===== config.mk =====
export PLATFORM = sky130hd
export DESIGN_NAME = ssp_rx
export DESIGN_NICKNAME = d
export VERILOG_FILES = /design/src/rtl/ssp_rx.sv
export SDC_FILE = /design/constraint.sdc
export NUM_CORES = 1
export LEC_CHECK = 0
export ABC_AREA = 0
export BUFFER_PORTS_ARGS = -buffer_cell sky130_fd_sc_hd__buf_2
export CAP_MARGIN = 0
export CORE_ASPECT_RATIO = 0.5
export CORE_MARGIN = 4
export CORE_UTILIZATION = 60
export CTS_CLUSTER_DIAMETER = 60
export CTS_CLUSTER_SIZE = 28
export DETAILED_ROUTE_END_ITERATION = 8
export PLACE_DENSITY = 0.78
export SYNTH_ARGS = -nofsm -noshare
export SYNTH_HDL_FRONTEND = slang
export SYNTH_SLANG_ARGS = --single-unit
export TNS_END_PERCENT = 20

===== constraint.sdc =====
create_clock -name clk_i -period 5.8 [get_ports clk_i]
set_clock_uncertainty 0.05 [all_clocks]
set_input_delay 1.16 -clock clk_i [delete_from_list [all_inputs] [get_ports clk_i]]
set_output_delay 1.16 -clock clk_i [all_outputs]
set_load 0.05 [all_outputs]

===== src/rtl/ssp_rx.sv =====
// ssp_rx: receive side of the SSP serial link.
// Oversamples sspclkin/sspfssin/ssprxd in the clk_i domain, deserialises
// MSB-first bytes after a frame-sync pulse and queues them in a 4-entry
// first-word-fall-through FIFO with sticky overrun and framing-error flags.
module ssp_rx #(
  parameter int SYNC_STAGES = 2
) (
  input  logic       clk_i,
  input  logic       rst_i,
  input  logic       do_read,
  output logic [7:0] rx_d,
  output logic       rx_empty,
  output logic       rx_full,
  output logic       rx_overrun,
  output logic       frame_err,
  input  logic       clr_err,
  input  logic       sspclkin,
  input  logic       sspfssin,
  input  logic       ssprxd
);

  typedef enum logic {
    IDLE,
    SHIFT
  } state_t;

  // Synchroniser chains; bit 0 is the stage closest to the pins.
  logic [SYNC_STAGES-1:0] clk_sync;
  logic [SYNC_STAGES-1:0] fss_sync;
  logic [SYNC_STAGES-1:0] rxd_sync;
  logic                   clk_dly;

  logic clk_s;
  logic fss_s;
  logic rxd_s;
  logic rise_evt;
  logic fall_evt;

  // Registered edge events with their aligned frame-sync and data samples.
  logic rise_q;
  logic fall_q;
  logic fss_q;
  logic rxd_q;

  // Deserialiser state.
  state_t     state;
  state_t     state_n;
  logic [2:0] bit_cnt;
  logic [2:0] bit_cnt_n;
  logic       pend;
  logic       pend_n;
  logic [7:0] shreg;
  logic [7:0] shreg_n;
  logic       push_q;
  logic       push_n;
  logic [7:0] push_data_q;
  logic [7:0] push_data_n;
  logic       ferr_evt;

  // FIFO storage and bookkeeping.
  logic [7:0] mem [4];
  logic [1:0] wr_ptr;
  logic [1:0] rd_ptr;
  logic [2:0] count;
  logic       pop;
  logic       push_ok;
  logic       overflow;

  // Bring the three serial inputs into clk_i, plus one extra clock flop for edges.
  always_ff @(posedge clk_i) begin
    if (rst_i) begin
      clk_sync <= '0;
      fss_sync <= '0;
      rxd_sync <= '0;
      clk_dly  <= 1'b0;
    end else begin
      clk_sync <= {clk_sync[SYNC_STAGES-2:0], sspclkin};
      fss_sync <= {fss_sync[SYNC_STAGES-2:0], sspfssin};
      rxd_sync <= {rxd_sync[SYNC_STAGES-2:0], ssprxd};
      clk_dly  <= clk_sync[SYNC_STAGES-1];
    end
  end

  assign clk_s    = clk_sync[SYNC_STAGES-1];
  assign fss_s    = fss_sync[SYNC_STAGES-1];
  assign rxd_s    = rxd_sync[SYNC_STAGES-1];
  assign rise_evt = clk_s & ~clk_dly;
  assign fall_evt = ~clk_s & clk_dly;

  // Register the one-cycle edge events together with the samples they qualify.
  always_ff @(posedge clk_i) begin
    if (rst_i) begin
      rise_q <= 1'b0;
      fall_q <= 1'b0;
      fss_q  <= 1'b0;
      rxd_q  <= 1'b0;
    end else begin
      rise_q <= rise_evt;
      fall_q <= fall_evt;
      fss_q  <= fss_s;
      rxd_q  <= rxd_s;
    end
  end

  // Deserialiser state register, including the outgoing push strobe.
  always_ff @(posedge clk_i) begin
    if (rst_i) begin
      state       <= IDLE;
      bit_cnt     <= 3'd0;
      pend        <= 1'b0;
      shreg       <= 8'h00;
      push_q      <= 1'b0;
      push_data_q <= 8'h00;
    end else begin
      state       <= state_n;
      bit_cnt     <= bit_cnt_n;
      pend        <= pend_n;
      shreg       <= shreg_n;
      push_q      <= push_n;
      push_data_q <= push_data_n;
    end
  end

  // Next-state logic: start on a framed rising edge, shift on falling edges.
  always_comb begin
    state_n     = state;
    bit_cnt_n   = bit_cnt;
    pend_n      = pend;
    shreg_n     = shreg;
    push_n      = 1'b0;
    push_data_n = push_data_q;
    ferr_evt    = 1'b0;
    case (state)
      IDLE: begin
        if (rise_q && fss_q) begin
          state_n   = SHIFT;
          bit_cnt_n = 3'd0;
          pend_n    = 1'b0;
        end
      end
      SHIFT: begin
        if (rise_q && fss_q) begin
          if (bit_cnt == 3'd7) begin
            pend_n = 1'b1;
          end else begin
            ferr_evt = 1'b1;
          end
        end
        if (fall_q) begin
          shreg_n = {shreg[6:0], rxd_q};
          if (bit_cnt == 3'd7) begin
            push_n      = 1'b1;
            push_data_n = {shreg[6:0], rxd_q};
            bit_cnt_n   = 3'd0;
            if (pend) begin
              pend_n = 1'b0;
            end else begin
              state_n = IDLE;
            end
          end else begin
            bit_cnt_n = bit_cnt + 3'd1;
          end
        end
      end
      default: begin
        state_n = IDLE;
      end
    endcase
  end

  // A read frees a slot before the push is considered, so a full FIFO can
  // accept a byte in the same cycle it is read.
  assign pop      = do_read && (count != 3'd0);
  assign push_ok  = push_q && ((count != 3'd4) || pop);
  assign overflow = push_q && (count == 3'd4) && !pop;

  // FIFO storage, pointers and occupancy.
  always_ff @(posedge clk_i) begin
    if (rst_i) begin
      for (int i = 0; i < 4; i++) begin
        mem[i] <= 8'h00;
      end
      wr_ptr <= 2'd0;
      rd_ptr <= 2'd0;
      count  <= 3'd0;
    end else begin
      if (push_ok) begin
        mem[wr_ptr] <= push_data_q;
        wr_ptr      <= wr_ptr + 2'd1;
      end
      if (pop) begin
        rd_ptr <= rd_ptr + 2'd1;
      end
      case ({push_ok, pop})
        2'b10:   count <= count + 3'd1;
        2'b01:   count <= count - 3'd1;
        default: count <= count;
      endcase
    end
  end

  // Sticky error flags; a new error wins over a simultaneous clear.
  always_ff @(posedge clk_i) begin
    if (rst_i) begin
      rx_overrun <= 1'b0;
      frame_err  <= 1'b0;
    end else begin
      if (overflow) begin
        rx_overrun <= 1'b1;
      end else if (clr_err) begin
        rx_overrun <= 1'b0;
      end
      if (ferr_evt) begin
        frame_err <= 1'b1;
      end else if (clr_err) begin
        frame_err <= 1'b0;
      end
    end
  end

  assign rx_d     = mem[rd_ptr];
  assign rx_empty = (count == 3'd0);
  assign rx_full  = (count == 3'd4);

endmodule


==> qor.yml, run 1 <==
reg2reg_to: "count[2]"
crit_buf_inv: 1
reg2reg_depth: 9
hold_violations: 0
grt_pass1_wl_um: 8740
post_cts_buffers: 0
cts_tree: "done"
synth_area_um2: 2990
finalMaxSlewViolations: 0
reg2reg_setup_slack_ns: 3.30
grt_max_degree: 49
relSlewSlack_pct: 27.9
drv_cap: 0
fin_util_pct: 73.4
synth-seq-area-share_pct: 61.0
ys_seq_elements: 75
placed_area_um2: 3130
port_buffers: 18
r2r-start: "count[0]"
pre_cts_ws_ns: 2.47
whs_ns: 0.363
power.density_nw_per_um2: 319
route.vias.total: 1874
fin_crit_sh_pct: 52.3
die_x_um: 108
ant_nets: 0
slowest_delay_ns: 0.66
tns_ns: 0
cp_slowest_cell: "dfxtp_1"
first_pass_iters: 5
synth_nets: 270
viasPerCell: 5.35
fmax_ghz: 0.330
n_antenna_cell: 0
worst_ep_required_time_ns: 4.59
crit_fanout: 8
nNetsFinal: 290
netlist_instances: 259
synth_cell_types: 37
fin_crit_ns: 3.03
grt_usage_pct: 19.0
avgSynthCellArea_um2: 11.5
grt_pass1_vias: 1808
clk_latency_ns: 0.35
clockBufferDepth: 2
core_area_um2: 4590
ir_worst_vdd_mv: 0.181
fp.dieArea_um2: 6240
clk_pin_slew_ns: 0.08
crit_family: "flip-flops"
setup_ws_ns: 2.77
fin_cells: 350
leakage_nw: 1.24
routed_wl_um: 5240
antenna_found_initial: 0
clock-root-buffer: "clkbuf_8"
worstPathArrival_ns: 1.82
synth_warnings: 0
grt.overflow.total: 0
drive_gt1_share_pct: 19.4
post_cts_resized: 0
power_mw: 1.07
drc: 0
whs_path_depth: 1
rsz0062_at_grt: "false"
drtIter0Drc: 94
setup_viol: 0
final_cell_mix: "dfxtp_1 (43), nand2_1 (37), edfxtp_1 (32)"
startpoint_type: "register"
dp_cells: 334
cts_buffers: 9
fin_area_um2: 3370
endpoint_kind: "output port"
h-tree-depth: 3
holdPathEnd: "rise_q"
worstSetupPathType: "reg -> out"
hold_buffers: 0
hpwl_um: 3540
max_slew.worst_pin.slew_ns: 1.07
syn_to_final_growth_pct: 13.0
holdCritPathClass: "reg -> reg"
clock-sinks: 75
outcome: "finished clean"
dieHeight_um: 57.9
gp_congestion: 0.754
wl_per_cell_um: 15.0
min_from: "clk_dly"
start_util_pct: 65.0
path_cells: "mux4_2, buf_2"
io_pins: 19
rows: 17
final_common_cell: "dfxtp_1"
[sequential cells by signal (all words and copies together), names as in the netlist, 2 cells and up, named ones only]
signal / flops
mem: 32
push_data_q: 8
shreg: 7
bit_cnt: 3
count: 3
clk_sync: 2
fss_sync: 2
rd_ptr: 2
rxd_sync: 2
wr_ptr: 2
[Yosys cell counts, drive strengths merged]
master	count	area share, %
o21bai	2	0.50
dfxtp	43	29
nor2b	13	2.7
and2b	1	0.25
inv	7	0.88
o22ai	1	0.21
nor3	5	0.84
buf	2	0.29
a31o	1	0.29
nand2b	2	0.42
or2	1	0.21
a21oi	25	4.2
fa	1	0.67
o21a	1	0.25
a31oi	1	0.21
o31ai	1	0.25
and3	4	0.84
nor4b	2	1.1
or3	4	0.88
nor3b	1	0.25
nand4b	1	0.29
nand2	37	4.7
ha	3	1.3
nand3	1	0.17
clkbuf	8	1.0
nor2	9	1.1
a21o	1	0.25
edfxtp	32	32
o21ai	6	1.0
mux4	8	6.0
xor2	3	0.88
and2	31	6.8
nor4	1	0.21
[area by class of cell]
cell class              count  area [um^2]
flip-flops and latches     75         1820
multi-input cells         167         1100
fillers                   314         1220
inverters                   7         26.3
well taps                  66         82.6
repair buffers             19         97.6
clock buffers               9          124
clock inverters             7          121
[how the worst max path moves through the flow]
stage / startpoint / endpoint / slack (ns) / cells past startpoint
after floorplan: do_read / count[2] / 2.85 / 9
after global placement: do_read / count[2] / 2.63 / 10
after detailed placement: do_read / count[2] / 2.47 / 10
after CTS: register / rx_d[2] / 2.70 / 2
after global routing: register / rx_d[7] / 2.62 / 2
final: register / rx_d[2] / 2.77 / 2
[per-layer routing]
metal	up-vias	part of all wire [%]	global-route usage (%)
met4	0	0.86	7.19
met3	7	5.8	7.01
li1	939	-	-
met5	-	0	0
met1	873	46	24.1
met2	55	48	30.3
[report_power, final]
group | internal (mW) | switching (mW)
Clock | 0.289 | 0.196
Combinational | 0.00798 | 0.0194
Sequential | 0.559 | 0.00323
Total | 0.856 | 0.219
[kinds of logic (layout without fill, tap and decap cells)]
kind of cell | count (synthesis) | count (layout) | share of synthesized area (%)
simple gates | 113 | 113 | 20.8
flops | 75 | 75 | 61.0
compound gates | 39 | 39 | 7.17
buf+inv | 17 | 42 | 2.18
mux | 8 | 8 | 6.04
fa+ha+maj | 4 | 4 | 1.93
xor+xnor | 3 | 3 | 0.880
No activity file was read; power rests on OpenSTA's default activity.
==> run 2, diff against run 1 <==
ABC_AREA = 1   (was 0)
CORE_UTILIZATION = 53   (was 60)
PLACE_DENSITY = 0.73   (was 0.78)
clock period = 2.5 ns   (was 5.8 ns; I/O delays follow)
==> run 2 against run 1 <==
Sequential share of layout area fell by 2.1 points. Routed wire length rose by 6.4%. Cell count rose by 19%. Register-to-register slack got worse by 2.7 ns. Global-route usage fell by 1.7 points. Highest routed layer unchanged. Die area rose by 14%. Via count rose by 15%. Synthesized area rose by 2.2%. Clock power rose to 2.6 times the previous value.
==> qor.yml, run 2 <==
worstPathArrival_ns: 1.53  # was 1.82 ns
setup_viol: 0  # unchanged
drc: 0  # unchanged
start_util_pct: 55.3  # was 65.0%
hold_violations: 0  # unchanged
crit_fanout: 16  # was 8
grt_usage_pct: 17.3  # was 19.0%
post_cts_buffers: 0  # unchanged
clk_pin_slew_ns: 0.06  # was 0.08 ns
synth-seq-area-share_pct: 59.7  # was 61.0%
top_register: "mem"  # unchanged
clock-sinks: 75  # unchanged
crit_buf_inv: 2  # was 1
final_common_cell: "nor2_1"  # was dfxtp_1
fin_crit_sh_pct: 83.3
worstSetupPathType: "reg -> out"  # unchanged
largest_reg_flops: 32  # unchanged
ir_worst_vdd_mv: 0.464  # was 0.181 mV
leakage_nw: 1.37  # was 1.24 nW
route.vias.total: 2161  # was 1,874
ant_nets: 0  # unchanged
gp_congestion: 0.765  # was 0.754
post_cts_resized: 0  # unchanged
avgSynthCellArea_um2: 9.71  # was 11.5 um^2
fmax_ghz: 0.480
synth_cell_types: 29  # was 37
drv_cap: 0  # unchanged
worst_ep_required_time_ns: 1.95  # was 4.59 ns
antenna_found_initial: 0  # unchanged
tns_ns: 0  # unchanged
n_antenna_cell: 0  # unchanged
grt_pass1_wl_um: 9190  # was 8740 um
viasPerCell: 5.18  # was 5.35
yosys.area.top_type_share_pct: 31.5  # was 32.2%
clk_latency_ns: 0.33  # was 0.35 ns
max_slew.worst_pin.slew_ns: 0.439  # was 1.07 ns
synth_top_area_cell: "edfxtp_1"  # unchanged
first_pass_iters: 4  # was 5
slowest_delay_ns: 0.33  # was 0.66 ns
met3WireLength_um: 282  # was 305 um
h-tree-depth: 3  # unchanged
wl_met2_um: 2790  # was 2490 um
netlist_instances: 314  # was 259
fin_crit_ns: 2.08
grt_max_degree: 20  # was 49
io_pins: 19  # unchanged
final_cell_mix: "nor2_1 (56), dfxtp_1 (43), inv_1 (38)"  # was dfxtp_1 (43), nand2_1 (37), edfxtp_1 (32)
top_layer: "met4"  # unchanged
yosysMostFrequentCell: "nor2_1"  # was dfxtp_1
fin_area_um2: 3510  # was 3370 um^2
wl_met1_um: 2460  # was 2400 um
nNetsFinal: 350  # was 290
dp_cells: 401  # was 334
port_buffers: 18  # unchanged
path_cells: "inv_1, o21ai_0, o22ai_1, buf_2"  # was mux4_2, buf_2
routed_wl_um: 5580  # was 5240 um
wl_per_cell_um: 13.4  # was 15.0 um
hold_buffers: 0  # unchanged
grt.overflow.total: 0  # unchanged
synth_commonest_cells: "nor2_1 (56), dfxtp_1 (43), inv_1 (38)"  # was dfxtp_1 (43), nand2_1 (37), edfxtp_1 (32)
multiInputGateArea_um2: 1000  # was 1100 um^2
placed_area_um2: 3220  # was 3130 um^2
cts_tree: "done"  # unchanged
fin_cells: 417  # was 350
clockBufferDepth: 2  # unchanged
rsz0062_at_grt: "false"  # unchanged
synth_edf_count: 32  # unchanged
die_x_um: 115  # was 108 um
power.density_nw_per_um2: 828  # was 319 nW/um^2
dieHeight_um: 61.6  # was 57.9 um
syn_to_final_growth_pct: 15.1  # was 13.0%
synth_area_um2: 3050  # was 2990 um^2
hpwl_um: 3860  # was 3540 um
cts_buffers: 9  # unchanged
core_area_um2: 5520  # was 4590 um^2
holdCritPathClass: "in -> reg"  # was reg -> reg
grt_pass1_vias: 1996  # was 1,808
reg_top3: "mem (32), push_data_q (8), shreg (7)"  # unchanged
endpoint_kind: "output port"  # unchanged
rows: 19  # was 17
finalMaxSlewViolations: 0  # unchanged
fill_cells: 458  # was 314
drtIter0Drc: 117  # was 94
clock-root-buffer: "clkbuf_16"  # was clkbuf_8
synth_nets: 325  # was 270
seqCellArea_um2: 1820  # unchanged
synth_warnings: 0  # unchanged
relSlewSlack_pct: 70.7  # was 27.9%
power_mw: 2.91  # was 1.07 mW
ys_seq_elements: 75  # unchanged
synthArstFlopShare_pct: 0  # unchanged
crit_family: "buffers and inverters"  # was flip-flops
outcome: "finished clean"  # unchanged
drive_gt1_share_pct: 17.7  # was 19.4%
synth_flop_cell: "dfxtp_1"  # unchanged
startpoint_type: "register"  # unchanged
cp_slowest_cell: "inv_1"  # was dfxtp_1
whs_ns: 0.325  # was 0.363 ns
fp.dieArea_um2: 7110  # was 6240 um^2
ys_top_cells_by_area: "edfxtp_1 (32%), dfxtp_1 (28%), nor2_1 (6.9%)"  # was edfxtp_1 (32%), dfxtp_1 (29%), mux4_2 (6.0%)
## run 2: worst min-delay path, delay by kind of cell
kind,cells,cell delay (ns)
buf+inv,2,0.10
simple gates,1,0.06
## run 2: logic make-up (layout without fill, tap and decap cells)
logic type	after synthesis	after routing	synth area share, %
buf+inv	52	82	7.38
flops	75	75	59.7
simple gates	110	110	18.1
compound gates	72	72	12.6
fa+ha+maj	4	4	1.89
xor+xnor	1	1	0.287
## run 2: final timing paths
check              startpoint          end  slack [ns]  cells after the start
hold / removal       sspclkin  clk_sync[0]        0.32                      3
hold reg to reg   fss_sync[0]  fss_sync[1]        0.35                      2
setup / recovery     register      rx_d[3]        0.42                      4
setup reg to reg     count[0]     count[2]        0.58                     11
## run 2: layer usage
layer / up-vias / track usage (%)
met5: - / 0
met3: 8 / 6.67
li1: 1097 / -
met2: 46 / 31.0
met4: 0 / 5.35
met1: 1010 / 19.8
## run 2: where the power goes
part           switching (mW)  total [mW]  internal [mW]
clock network           0.483        1.26          0.776
registers              0.0191        1.33           1.31
logic                   0.237       0.316         0.0792
total                   0.740        2.91           2.17
## run 2: cell type report
cell class / instances / share of cell area [%]
clock buffers: 10 / 6.52
clock inverters: 6 / 1.85
inverters: 41 / 4.46
multi-input cells: 187 / 28.6
flip-flops and latches: 75 / 51.9
well taps: 73 / 2.60
repair buffers: 25 / 4.06
## run 2: through the flow
step	worst slack (ns)	util [%]
after floorplan	0.420	-
after global placement	0.503	58.3
after detailed placement	0.375	58.3
after CTS	0.406	63.6
after global routing	0.213	63.6
final	0.417	63.6
==> run 3, diff against run 2 <==
CORE_UTILIZATION = 59   (was 53)
PLACE_DENSITY = 0.77   (was 0.73)
clock period = 2.13 ns   (was 2.5 ns; I/O delays follow)
==> run 3 against run 2 <==
Die area fell by 9.2%. Sequential share of layout area rose by 1.5 points. Clock power decreased by 22%. Sequential power up 18%. Design area down 2.7%. Worst hold slack worse by 0.093 ns. Routed wire length increased by 0.23%. Combinational power up 22%. Setup slack got worse by 0.33 ns. Non-clock buffer count did not move. Via count fell by 1.1%. Total power grew 0.74%.
==> qor.yml, run 3 (synthesis gave the netlist of run 2 again) <==
outcome: "finished clean"  # unchanged
h-tree-depth: 3  # unchanged
fp.dieArea_um2: 6450  # was 7110 um^2
hold_buffers: 0  # unchanged
io_pins: 19  # unchanged
core_area_um2: 4950  # was 5520 um^2
endpoint_kind: "output port"  # unchanged
drtIter0Drc: 104  # was 117
grt_pass1_vias: 2074  # was 1,996
syn_to_final_growth_pct: 12.0  # was 15.1%
drive_gt1_share_pct: 18.8  # was 17.7%
grt.overflow.total: 0  # unchanged
antenna_found_initial: 0  # unchanged
grt_max_degree: 22  # was 20
gp_congestion: 0.834  # was 0.765
r2r-start: "count[0]"  # unchanged
nNetsFinal: 351  # was 350
final_common_cell: "nor2_1"  # unchanged
whs_path_depth: 3  # unchanged
wl_per_cell_um: 13.5  # was 13.4 um
clk_latency_ns: 0.34  # was 0.33 ns
ant_nets: 0  # unchanged
setup_viol: 0  # unchanged
worst_ep_required_time_ns: 1.65  # was 1.95 ns
hpwl_um: 3740  # was 3860 um
dp_cells: 398  # was 401
clock-sinks: 75  # unchanged
relSlewSlack_pct: 71.8  # was 70.7%
fin_crit_sh_pct: 95.9
fmax_ghz: 0.490
fin_area_um2: 3420  # was 3510 um^2
routed_wl_um: 5590  # was 5580 um
final_cell_mix: "nor2_1 (56), dfxtp_1 (42), inv_1 (37)"  # was nor2_1 (56), dfxtp_1 (43), inv_1 (38)
reg2reg_to: "count[2]"  # unchanged
placed_area_um2: 3210  # was 3220 um^2
reg2reg_setup_slack_ns: 0.21  # was 0.58 ns
min_from: "ssprxd"  # was sspclkin
first_pass_iters: 5  # was 4
power_mw: 2.93  # was 2.91 mW
clock-root-buffer: "clkbuf_8"  # was clkbuf_16
worstPathArrival_ns: 1.57  # was 1.53 ns
reg2reg_depth: 11  # unchanged
top_register: "mem"  # unchanged
largest_reg_flops: 32  # unchanged
tns_ns: 0  # unchanged
grt_pass1_wl_um: 9240  # was 9190 um
grt_usage_pct: 19.7  # was 17.3%
start_util_pct: 61.6  # was 55.3%
drc: 0  # unchanged
port_buffers: 18  # unchanged
fin_cells: 415  # was 417
ir_worst_vdd_mv: 0.585  # was 0.464 mV
holdPathEnd: "rxd_sync[0]"  # was clk_sync[0]
reg_top3: "mem (32), push_data_q (8), shreg (7)"  # unchanged
crit_fanout: 16  # unchanged
dieHeight_um: 58.8  # was 61.6 um
rows: 18  # was 19
clockBufferDepth: 2  # unchanged
hold_violations: 0  # unchanged
leakage_nw: 1.31  # was 1.37 nW
holdCritPathClass: "in -> reg"  # unchanged
max_slew.worst_pin.slew_ns: 0.422  # was 0.439 ns
route.vias.total: 2138  # was 2,161
n_antenna_cell: 0  # unchanged
finalMaxSlewViolations: 0  # unchanged
clk_pin_slew_ns: 0.07  # was 0.06 ns
worstSetupPathType: "reg -> out"  # unchanged
fin_crit_ns: 2.04
viasPerCell: 5.15  # was 5.18
die_x_um: 110  # was 115 um
drv_cap: 0  # unchanged
cts_tree: "done"  # unchanged
power.density_nw_per_um2: 858  # was 828 nW/um^2
startpoint_type: "register"  # unchanged
cts_buffers: 9  # unchanged
-- run 3: worst max path at each step --
stage,cells past startpoint,end,slack [ns],start
floorplan,2,rx_full,0.12,count[2]
global placement,11,count[2],0.20,do_read
detailed placement,11,count[2],0.12,do_read
CTS,4,rx_d[5],0.03,register
global route,4,rx_d[7],-0.001,register
finish,4,rx_d[7],0.09,register
-- run 3: final cells by class --
type / instances / area [um^2]
clock inverters: 4 / 26.3
clock buffers: 12 / 155
repair buffers: 25 / 153
multi-input cells: 187 / 1000
well taps: 70 / 87.6
fillers: 397 / 1540
repair inverters: 1 / 7.51
flip-flops and latches: 75 / 1820
inverters: 41 / 160
-- run 3: critical path, cell delays in order (launching register included) --
cell     delay (ns)
dfxtp_2        0.41
buf_4          0.22
o21ai_0        0.11
o22ai_1        0.18
buf_2          0.29
-- run 3: where the power goes --
group          total (mW)  internal (mW)  switching [mW]
clock network       0.977          0.485           0.493
registers            1.57           1.54          0.0280
logic               0.384          0.102           0.281
-- run 3: repair_timing --
action / CTS / global route
setup endpoints to repair: 0 / 8
buffers inserted: 0 / 0
gates resized for setup: 0 / 9
-- run 3: stage by stage --
stage / worst slack [ns] / hold slack, ns / util (%)
floorplan: 0.124 / 0.338 / -
global placement: 0.202 / 0.342 / 64.8
detailed placement: 0.116 / 0.348 / 64.8
CTS: 0.0328 / 0.211 / 68.5
global route: -0.00115 / 0.197 / 68.9
finish: 0.0879 / 0.232 / 68.9
-- run 3: metal layers --
layer,up-vias,global-route usage [%],share of wire [%]
met2,50,31.9,47
met1,982,23.2,46
met4,0,6.39,1.1
met5,-,0,0
met3,8,9.75,5.7
li1,1098,-,-
